===== src/rtl/img_proc_pkg.sv =====
// Shared definitions for the image-processing slice: pixel geometry,
// processor mode encoding and the pixel packer state encoding.
package img_proc_pkg;

  localparam int COLOR_SIZE = 8;
  localparam int PIXEL_SIZE = 3 * COLOR_SIZE;

  // Operating mode of the threshold/brightness processor.
  typedef enum logic [1:0] {
    NONE       = 2'd0,
    THRESHOLD  = 2'd1,
    BRIGHTNESS = 2'd2,
    RESERVED   = 2'd3
  } mode_e;

  // Pixel packer frame states.
  typedef enum logic [1:0] {
    PACK      = 2'd0,
    FLUSH     = 2'd1,
    WAIT_DONE = 2'd2
  } packer_state_e;

endpackage


===== src/rtl/pixel_word_packer.sv =====
// pixel_word_packer: packs 24-bit {B,G,R} pixels little-endian into
// DATA_WIDTH-bit words (32 or 64) for the threshold/brightness processor,
// driving its vld / last_data / data_in, and holds off the next frame until
// the processor pulses proc_done.
//
// Optional build macro PACKER_STATS_EN adds the frame_words output, a
// saturating count of words emitted in the current frame.
//
// Handshake: a pixel transfers on a rising clk edge when pix_vld && pix_rdy;
// upstream holds pix_in/pix_last stable while pix_vld=1 and pix_rdy=0.
// The word side has no backpressure: word_vld is a one-cycle pulse per word
// and word_last is only ever high together with word_vld.
//
// The frame state is held in the internal signal 'state' (packer_state_e)
// so it can be observed by name.
module pixel_word_packer
  import img_proc_pkg::*;
#(
  parameter int DATA_WIDTH = 32
) (
  input  logic                  clk,
  input  logic                  rst_n,
  input  logic [PIXEL_SIZE-1:0] pix_in,
  input  logic                  pix_vld,
  input  logic                  pix_last,
  output logic                  pix_rdy,
  output logic [DATA_WIDTH-1:0] word_out,
  output logic                  word_vld,
  output logic                  word_last,
`ifdef PACKER_STATS_EN
  output logic [15:0]           frame_words,
`endif
  input  logic                  proc_done
);

  // Accumulator holds one full word plus one pixel of overhang.
  localparam int         ACC_W    = DATA_WIDTH + PIXEL_SIZE;
  localparam logic [6:0] DW_BITS  = 7'(DATA_WIDTH);
  localparam logic [6:0] PIX_BITS = 7'(PIXEL_SIZE);

  packer_state_e    state;
  logic [ACC_W-1:0] acc;
  logic [6:0]       fill;

  logic             accept;
  logic [ACC_W-1:0] acc_ins;
  logic [ACC_W-1:0] acc_shift;
  logic [6:0]       fill_add;
  logic             word_full;

  // Insert the incoming pixel at the current fill offset and precompute the
  // post-emission remainder; bits above fill are always zero, so residual
  // words come out zero-padded without extra masking.
  always_comb begin
    accept    = pix_vld && pix_rdy;
    acc_ins   = acc | (ACC_W'(pix_in) << fill);
    fill_add  = fill + PIX_BITS;
    word_full = (fill_add >= DW_BITS);
    acc_shift = acc_ins >> DATA_WIDTH;
  end

  // Frame FSM with registered handshake and word outputs.
  always_ff @(posedge clk or negedge rst_n) begin
    if (!rst_n) begin
      state     <= PACK;
      acc       <= '0;
      fill      <= '0;
      word_out  <= '0;
      word_vld  <= 1'b0;
      word_last <= 1'b0;
      pix_rdy   <= 1'b0;
    end else begin
      word_vld  <= 1'b0;
      word_last <= 1'b0;
      case (state)
        PACK: begin
          pix_rdy <= 1'b1;
          if (accept) begin
            if (word_full) begin
              // A full word is available: emit it, keep the overhang.
              word_out <= acc_ins[DATA_WIDTH-1:0];
              word_vld <= 1'b1;
              acc      <= acc_shift;
              fill     <= fill_add - DW_BITS;
              if (pix_last) begin
                pix_rdy <= 1'b0;
                if (fill_add == DW_BITS) begin
                  // Frame ends exactly on a word boundary.
                  word_last <= 1'b1;
                  acc       <= '0;
                  fill      <= '0;
                  state     <= WAIT_DONE;
                end else begin
                  // Overhang still pending; emit it next cycle.
                  state <= FLUSH;
                end
              end
            end else begin
              acc  <= acc_ins;
              fill <= fill_add;
              if (pix_last) begin
                // Short final word: residual bits, zero-padded above.
                word_out  <= acc_ins[DATA_WIDTH-1:0];
                word_vld  <= 1'b1;
                word_last <= 1'b1;
                acc       <= '0;
                fill      <= '0;
                pix_rdy   <= 1'b0;
                state     <= WAIT_DONE;
              end
            end
          end
        end

        FLUSH: begin
          pix_rdy   <= 1'b0;
          word_out  <= acc[DATA_WIDTH-1:0];
          word_vld  <= 1'b1;
          word_last <= 1'b1;
          acc       <= '0;
          fill      <= '0;
          state     <= WAIT_DONE;
        end

        WAIT_DONE: begin
          pix_rdy <= proc_done;
          if (proc_done) begin
            fill  <= '0;
            state <= PACK;
          end
        end

        default: begin
          pix_rdy <= 1'b0;
          acc     <= '0;
          fill    <= '0;
          state   <= PACK;
        end
      endcase
    end
  end

`ifdef PACKER_STATS_EN
  logic emit;
  logic new_frame;

  // A word leaves on the next edge: a pixel that fills a word or ends the
  // frame, or the FLUSH residual.
  always_comb begin
    emit = ((state == PACK) && accept && (word_full || pix_last)) ||
           (state == FLUSH);
  end

  // Per-frame word counter; restarts on the first pixel after a done pulse.
  always_ff @(posedge clk or negedge rst_n) begin
    if (!rst_n) begin
      frame_words <= '0;
      new_frame   <= 1'b0;
    end else begin
      if ((state == WAIT_DONE) && proc_done) begin
        new_frame <= 1'b1;
      end
      if ((state == PACK) && accept && new_frame) begin
        new_frame   <= 1'b0;
        frame_words <= emit ? 16'd1 : 16'd0;
      end else if (emit && (frame_words != 16'hFFFF)) begin
        frame_words <= frame_words + 16'd1;
      end
    end
  end
`endif

endmodule


===== config.mk =====
export PLATFORM = sky130hd
export DESIGN_NAME = pixel_word_packer
export DESIGN_NICKNAME = d
export VERILOG_FILES = /design/src/rtl/img_proc_pkg.sv /design/src/rtl/pixel_word_packer.sv
export SDC_FILE = /design/constraint.sdc
export NUM_CORES = 1
export LEC_CHECK = 0
export CAP_MARGIN = 10
export CORE_UTILIZATION = 56
export DETAILED_ROUTE_END_ITERATION = 8
export PLACE_DENSITY = 0.8
export SLEW_MARGIN = 5
export SYNTH_ARGS = -nofsm -noshare
export SYNTH_HDL_FRONTEND = slang
export SYNTH_SLANG_ARGS = --single-unit

===== constraint.sdc =====
create_clock -name clk -period 3.45 [get_ports clk]
set_clock_uncertainty 0.2 [all_clocks]
set_input_delay 0.5175 -clock clk [delete_from_list [all_inputs] [get_ports clk]]
set_output_delay 0.5175 -clock clk [all_outputs]
set_load 0.05 [all_outputs]

==> After elaboration in Yosys (flattened, before gate mapping) <==
Cells that the tools add are included.
{ "classes": {"eq_ne": 7, "n_mux": 36, "n_addsub": 2, "shift": 1, "reduce_logical": 7, "n_lt_le_gt_ge": 1, "n_bitwise": 2} }
{ "op_table": {"columns": ["cell", "count"], "rows": [
  ["56-bit 2-to-1 mux", 3],
  ["56-bit one-hot mux with 2 select lines", 1],
  ["32-bit 2-to-1 mux", 3],
  ["32-bit one-hot mux with 2 select lines", 1],
  ["56-bit OR", 1],
  ["24-bit by 7-bit left shift with 56-bit output", 1],
  ["24-bit 2-to-1 mux", 2],
  ["7-bit 2-to-1 mux", 6],
  ["7-bit one-hot mux with 2 select lines", 1],
  ["2-bit 2-to-1 mux", 6],
  ["1-bit 2-to-1 mux", 9],
  ["7-bit by 5-bit adder with 7-bit output, second input constant", 1],
  ["7-bit by 6-bit equality test with 1-bit output, second input constant", 1],
  ["7-bit by 6-bit >= comparator with 1-bit output, second input constant", 1],
  ["7-bit by 6-bit subtractor with 7-bit output, second input constant", 1],
  ["2-bit inequality test, second input constant", 3],
  ["1-bit one-hot mux with 2 select lines", 3],
  ["2-bit one-hot mux with 3 select lines", 1],
  ["3-bit AND reduction", 2],
  ["2-bit AND reduction", 2],
  ["3-bit inequality test, second input constant", 1],
  ["2-bit by 1-bit equality test with 1-bit output, second input constant", 1],
  ["2-bit equality test, second input constant", 1],
  ["2-bit logical NOT", 1],
  ["other kinds (3)", 3]
]} }
{ "totals": {"out_inout_bits": 35, "reg_bits": 100} }

==> Longest topological paths before layout <==
Gate-level depths: netlist of run 1.
{ "depth": {"depth_word": 7, "ltp_mapped": 13, "depth_no_buf": 8} }

==> Worst setup path after synthesis of run 1 <==
No wires, ideal clock.
{ "synth_timing": {"path_type": "reg-to-reg", "startpoint": "register fill[4]", "endpoint": "register word_out[10]", "period_less_slack_ns": 2.852, "arrival_ns": 2.572, "setup_time_ns": 0.079, "path_stages_with_launch": 13, "path_slack_ns": 0.598, "t_required_ns": 3.171, "path_buffers": 4, "cell_sequence": "dfrtp_1 buf_2 clkinv_1 ha_1 buf_2 xor2_1 ha_1 clkbuf_2 nand2b_1 a31oi_4 o21ai_4 buf_4 mux2i_1"} }
{ "synth_via": {"elab_chain_cells": 6} }
{ "synth_lines": {"columns": ["element", "line", "source"], "rows": [
  ["from (decl)", "pixel_word_packer.sv:43", "logic [6:0] fill;"],
  ["from (signal assigned)", "pixel_word_packer.sv:84", "fill <= fill_add - DW_BITS;"],
  ["from (signal assigned)", "pixel_word_packer.sv:100", "fill <= fill_add;"],
  ["branches (longest 6 deep; another with 7-bit by 5-bit adder with 7-bit output)", null, null],
  ["to (signal assigned)", "pixel_word_packer.sv:81", "word_out <= acc_ins[DATA_WIDTH-1:0];"],
  ["to (signal assigned)", "pixel_word_packer.sv:103", "word_out <= acc_ins[DATA_WIDTH-1:0];"],
  ["to (signal assigned)", "pixel_word_packer.sv:117", "word_out <= acc[DATA_WIDTH-1:0];"],
  ["to (decl)", "pixel_word_packer.sv:27", "output logic [DATA_WIDTH-1:0] word_out,"]
]} }
Parallel ways; which one is timed is not known. The select of a mux whose other input is x is not followed.
A chain may end at the register's enable or synchronous reset.

==> Worst setup path in the final report of run 1 <==
{ "layout_timing": {"startpoint": "register fill[4]", "endpoint": "register fill[6]"} }
{ "layout_via": {"elab_chain_cells": 7} }
{ "layout_lines": {"columns": ["element", "line", "source"], "rows": [
  ["7-bit by 5-bit adder with 7-bit output *", "pixel_word_packer.sv:57", "fill_add = fill + PIX_BITS;"],
  ["7-bit by 6-bit subtractor with 7-bit output or 7-bit by 6-bit equality test with 1-bit output (tied branches)", "pixel_word_packer.sv:84, pixel_word_packer.sv:87", null],
  ["7-bit 2-to-1 mux", "pixel_word_packer.sv:87", "if (fill_add == DW_BITS) begin"],
  ["7-bit 2-to-1 mux", "pixel_word_packer.sv:85", "if (pix_last) begin"],
  ["7-bit 2-to-1 mux *", "pixel_word_packer.sv:79", "if (word_full) begin"],
  ["7-bit 2-to-1 mux *", "pixel_word_packer.sv:78", "if (accept) begin"],
  ["7-bit one-hot mux with 2 select lines *", "pixel_word_packer.sv:75", "case (state)"]
]} }
Every way passes the cells marked *; elsewhere a longest branch is shown, timed or not. The select of a mux whose other input is x is not followed.

==> flow_summary.json, run 1 <==
{
  "drtIter0Drc": 406,
  "placement.io_buffers": 63,
  "power_density_nw_per_um2": 962,
  "seqCellArea_um2": 2430,
  "drv_cap": 0,
  "critical_path_class": "flip-flop to flip-flop",
  "cp_max_fo": 26,
  "finalSetupTns_ns": 0,
  "grt_first_pass_wirelength_um": 21700,
  "syn_area_um2": 5160,
  "synth_top_area_frac": 0.470,
  "path_buf_inv": 2,
  "numPlacedInstances": 647,
  "cp_top_family": "adder cells",
  "drc": 4,
  "grt_pass1_vias": 4285,
  "fin_crit_ns": 2.96,
  "cts_max_path_buffers": 2,
  "final_common_cell": "dfrtp_1",
  "p_comb_frac": 0.587,
  "p_leak_nw": 2.56,
  "syn_nets": 527,
  "yosys.cell_types.count": 55,
  "layout_common_cells": "97 x dfrtp_1, 62 x clkdlybuf4s50_1, 57 x inv_1, 42 x a21oi_1, 38 x nand2_1",
  "layout.cells.non_filler": 664,
  "ys_ff_latch": 97,
  "antenna_found_initial": 0,
  "slew_viol_final": 0,
  "cts_buffers": 9,
  "via_per_inst": 6.53,
  "start_kind": "flip-flop",
  "crit_slowest_cell": "ha_1",
  "final-hold-violation-count": 0,
  "post-route-period-util": 0.858,
  "die_width_um": 98,
  "finish.instance_area_um2": 6060,
  "max-vdd-ir-drop_v": 0.000680,
  "path_clk_slew_ns": 0.10,
  "fin_hold_ws_ns": 0.301,
  "drtAntennaViolNets": 0,
  "syn2layout_area_growth_pct": 17.5,
  "hold_class": "flip-flop to flip-flop",
  "clock_latency_ns": 0.37,
  "tightestPinTransition_ns": 0.724,
  "io_pins": 64,
  "violations": "design-rule violations",
  "clockRootBuffer": "clkbuf_8",
  "gp_congestion": 0.899,
  "rows": 34,
  "antenna_cells": 0,
  "multi_input_area_um2": 2330,
  "path_cells": "clkinv_1 > ha_1 > xor2_1 > ha_1 > nand2b_1 > a31oi_4 > buf_4 > a32oi_1 > o31ai_1",
  "num-fill-cells": 696,
  "ys_async_sr_fraction": 1.00,
  "core_area_um2": 8810,
  "post_cts_buffers": 0,
  "clock.fmax_mhz": 338,
  "end_kind": "flip-flop",
  "ys_warn_count": 0,
  "drive_gt1_frac": 0.112,
  "synth_edf_count": 0,
  "rsz0062_at_grt": "false",
  "grt_max_degree": 54,
  "cts_tree": "yes",
  "wirelength_um": 13200,
  "avgSynthCellArea_um2": 10.4,
  "firstDrtPassIters": 7,
  "cts_sinks": 97,
  "via_count": 4337,
  "die_area_um2": 9600,
  "status": "finished with violations",
  "seqPwrFrac": 0.297,
  "p_int_mw": 3.01,
  "fin_nets": 582,
  "rrSetupSlack_ns": 0.49,
  "die_h_um": 98,
  "utilization": 0.689,
  "clockPowerShare": 0.117,
  "cp_common_cell": "ha_1",
  "yosysTopAreaCell": "dfrtp_1",
  "power_mw": 5.83,
  "yosys_most_used_dff": "dfrtp_1",
  "htreeDepth": 3,
  "p_sw_frac": 0.484,
  "grt_overflow_total": 0,
  "finalSetupViolCount": 0,
  "place_hpwl_um": 8860,
  "worstPathRequired_ns": 3.52,
  "fin_ws_ns": 0.489,
  "track_usage": 0.288,
  "synthCells": 496,
  "critPathMaxStageDelay_ns": 0.40,
  "place_area_um2": 5880,
  "post-place-ws_ns": 0.563,
  "maxSlewHeadroom": 0.516,
  "wire_per_inst_um": 19.8,
  "yosys-top-cells-area": "dfrtp_1 47%, mux2i_1 6.2%, a221o_1 4.7%",
  "ys_seq_area_frac": 0.470,
  "start_util": 0.586,
  "power_switching_mw": 2.82,
  "arrival_ns": 3.03
}
state kept, by name (all words and copies together) (netlist names):
name	cells
pix_rdy	1
acc	56
fill	4
word_last	1
state	2
word_vld	1
word_out	32
what timing repair did:
action,CTS,global route
hold buffers,1,0
setup endpoints to repair,0,0
hold endpoints to repair,44,0
resized for setup,0,0
cells by family (layout without fill, tap and decap cells):
group | count (synthesis) | after routing | synth area share
compound gates | 156 | 156 | 0.247
flops | 97 | 97 | 0.470
simple gates | 96 | 96 | 0.0970
buf+inv | 95 | 155 | 0.0790
mux | 48 | 48 | 0.0984
fa+ha+maj | 2 | 2 | 0.00485
xor+xnor | 2 | 2 | 0.00339
Yosys cell counts (2+ instances only):
cell type	number
buf_4	5
mux2_4	2
o21a_1	2
nor3b_2	3
and3_1	2
nor2_1	16
mux2i_1	32
buf_1	2
o21ai_0	7
buf_2	18
nor4_1	2
a31oi_1	2
o221ai_1	23
dfrtp_1	97
a22o_1	16
nand2b_1	3
a221o_1	24
nand3_1	16
ha_1	2
nor4bb_1	2
clkbuf_1	9
nand2_1	38
nor2b_1	4
clkbuf_2	2
nor3_1	3
a32o_1	24
mux2_2	14
a21oi_1	42
a32oi_1	2
inv_1	57
metal layers:
metal  wire, um  up-vias  track usage
met2       6220      243        0.457
met4        364        0        0.103
li1           -     1944            -
met5          0        -            0
met1       5550     2115        0.398
met3       1050       35       0.0515
power groups by stage:
stage | sequential (mW) | combinational (mW) | clock [mW]
after detailed placement | 1.75 | 3.38 | 0
after global routing | 1.77 | 3.65 | 0.732
after global placement | 1.73 | 3.31 | 0
after floorplan | 2.34 | 1.81 | 0
final | 1.73 | 3.42 | 0.682
after CTS | 1.73 | 3.39 | 0.693
final cells by class:
type	count	share of cell area
Clock buffer	12	0.0239
Tap cell	108	0.0223
Multi-Input combinational cell	304	0.385
Timing Repair Buffer	81	0.128
Sequential cell	97	0.400
Clock inverter	4	0.00475
Inverter	58	0.0359
final timing paths:
| check | from | endpoint | cells past startpoint |
|---|---|---|---|
| worst max register to register | fill[4] | fill[6] | 9 |
| min in group asynchronous | rst_n | word_vld | 2 |
| worst min register to register | acc[32] | acc[32] | 1 |
| max in group asynchronous | rst_n | acc[55] | 3 |
| worst max-delay path | fill[4] | fill[6] | 9 |
| worst min-delay path | acc[32] | acc[32] | 1 |
(Power assumes the default switching activity.)
==> run 2: changes to the inputs <==
- ABC_CLOCK_PERIOD_IN_PS: default -> 3450
==> results of run 2 <==
The final DEF is identical to that of run 1; final timing and power are the same.
==> run 3: changes to the inputs <==
- ABC_CLOCK_PERIOD_IN_PS: 3450 -> 3200
- clock period: 3.45 -> 3.2 ns (I/O delays scaled with it)
==> flow_summary.json, run 3 (synthesis gave the netlist of run 1 again) <==
{
  "status": "finished with violations",
  "violations": "design-rule violations, negative hold slack",
  "cts_sinks": 97,
  "reg2regPathDepth": 9,
  "cp.depth": 9,
  "layout_common_cells": "97 x dfrtp_1, 62 x clkdlybuf4s50_1, 57 x inv_1, 42 x a21oi_1, 38 x nand2_1",
  "cts_buffers": 9,
  "fin_nets": 589,
  "via_count": 4382,
  "critical_path_class": "flip-flop to flip-flop",
  "via_per_inst": 6.53,
  "die_h_um": 98,
  "antenna_found_initial": 0,
  "power_mw": 6.43,
  "clock.fmax_mhz": 341,
  "grt_pass1_vias": 4277,
  "cp_top_family": "adder cells",
  "drv_cap": 0,
  "rsz0062_at_grt": "false",
  "die_width_um": 98,
  "maxSlewHeadroom": 0.482,
  "fin_hold_ws_ns": -0.0158,
  "largest_reg_flops": 56,
  "multi_input_area_um2": 2330,
  "syn2layout_area_growth_pct": 19.1,
  "place_area_um2": 5950,
  "place_hpwl_um": 9200,
  "post_cts_buffers": 0,
  "arrival_ns": 3.02,
  "end_kind": "flip-flop",
  "core_area_um2": 8810,
  "cp_common_cell": "ha_1",
  "final_common_cell": "dfrtp_1",
  "clock_latency_ns": 0.37,
  "path_clk_slew_ns": 0.10,
  "htreeDepth": 3,
  "gp_congestion": 0.897,
  "grt_overflow_total": 0,
  "hold_class": "input port to asynchronous set/reset pin",
  "p_leak_nw": 2.62,
  "worstPathRequired_ns": 3.29,
  "max-vdd-ir-drop_v": 0.000940,
  "power_density_nw_per_um2": 1050,
  "tightestPinTransition_ns": 0.777,
  "grt_max_degree": 60,
  "antenna_cells": 0,
  "drtIter0Drc": 384,
  "start_kind": "flip-flop",
  "post-route-period-util": 0.915,
  "drc": 5,
  "placement.io_buffers": 63,
  "reg.largest.list": "acc (56), word_out (32), fill (4)",
  "fin_crit_ns": 2.93,
  "wirelength_um": 13500,
  "drive_gt1_frac": 0.124,
  "path_cells": "clkinv_1 > ha_1 > xor2_1 > ha_1 > nand2b_1 > a31oi_4 > o21ai_4 > buf_4 > mux2i_1",
  "crit_slowest_cell": "ha_1",
  "critPathMaxStageDelay_ns": 0.40,
  "io_pins": 64,
  "regMostFlops": "acc",
  "wire_per_inst_um": 20.1,
  "die_area_um2": 9600,
  "cts_max_path_buffers": 2,
  "cts_hold_buffers": 0,
  "start_util": 0.586,
  "finish.instance_area_um2": 6150,
  "firstDrtPassIters": 7,
  "num-fill-cells": 676,
  "rrSetupSlack_ns": 0.27,
  "slew_viol_final": 0,
  "cts_tree": "yes",
  "grt_first_pass_wirelength_um": 21900,
  "seqCellArea_um2": 2430,
  "path_buf_inv": 2,
  "finalSetupViolCount": 0,
  "track_usage": 0.294,
  "cp_max_fo": 20,
  "drtAntennaViolNets": 0,
  "final-hold-violation-count": 29,
  "clockRootBuffer": "clkbuf_8",
  "rows": 34,
  "cts_resized": 0,
  "finalSetupTns_ns": 0
}
## run 3: report_power, final
part           internal, mW  leakage (nW)  total (mW)  switching, mW
Sequential             1.62          1.28        1.84          0.217
Clock                 0.368        0.0941       0.809          0.441
Combinational          1.37          1.24        3.79           2.41
## run 3: cell type report
class	instances	share of cell area
tap	108	0.0220
timing repair buffer	88	0.137
clock inverter	5	0.0104
inverter	58	0.0354
sequential	97	0.395
clock buffer	11	0.0214
multi-input combinational	304	0.379
## run 3: per-stage QoR
step	utilization	hold WS [ns]	setup WS (ns)	cells
after floorplan	-	-0.0156	0.348	496
after global placement	0.676	0.275	0.486	655
after detailed placement	0.676	0.282	0.304	655
after CTS	0.698	0.00560	0.280	671
after global routing	0.698	0.0369	0.0861	671
final	0.698	-0.0158	0.271	671
## run 3: per-layer routing
metal / share of wire / up-vias / global-route usage / routed length, um
li1: - / 1969 / - / -
met1: 0.41 / 2124 / 0.394 / 5480
met2: 0.47 / 250 / 0.460 / 6310
met3: 0.093 / 39 / 0.0587 / 1250
met4: 0.031 / 0 / 0.141 / 420
met5: 0 / - / 0 / 0
## run 3: path summary, 6_finish.rpt
check	from	end
max	fill[4]	word_out[20]
max reg2reg	fill[4]	word_out[20]
min in group clk	acc[47]	acc[47]
min	rst_n	word_vld
min reg2reg	acc[47]	acc[47]
max in group asynchronous	rst_n	acc[39]
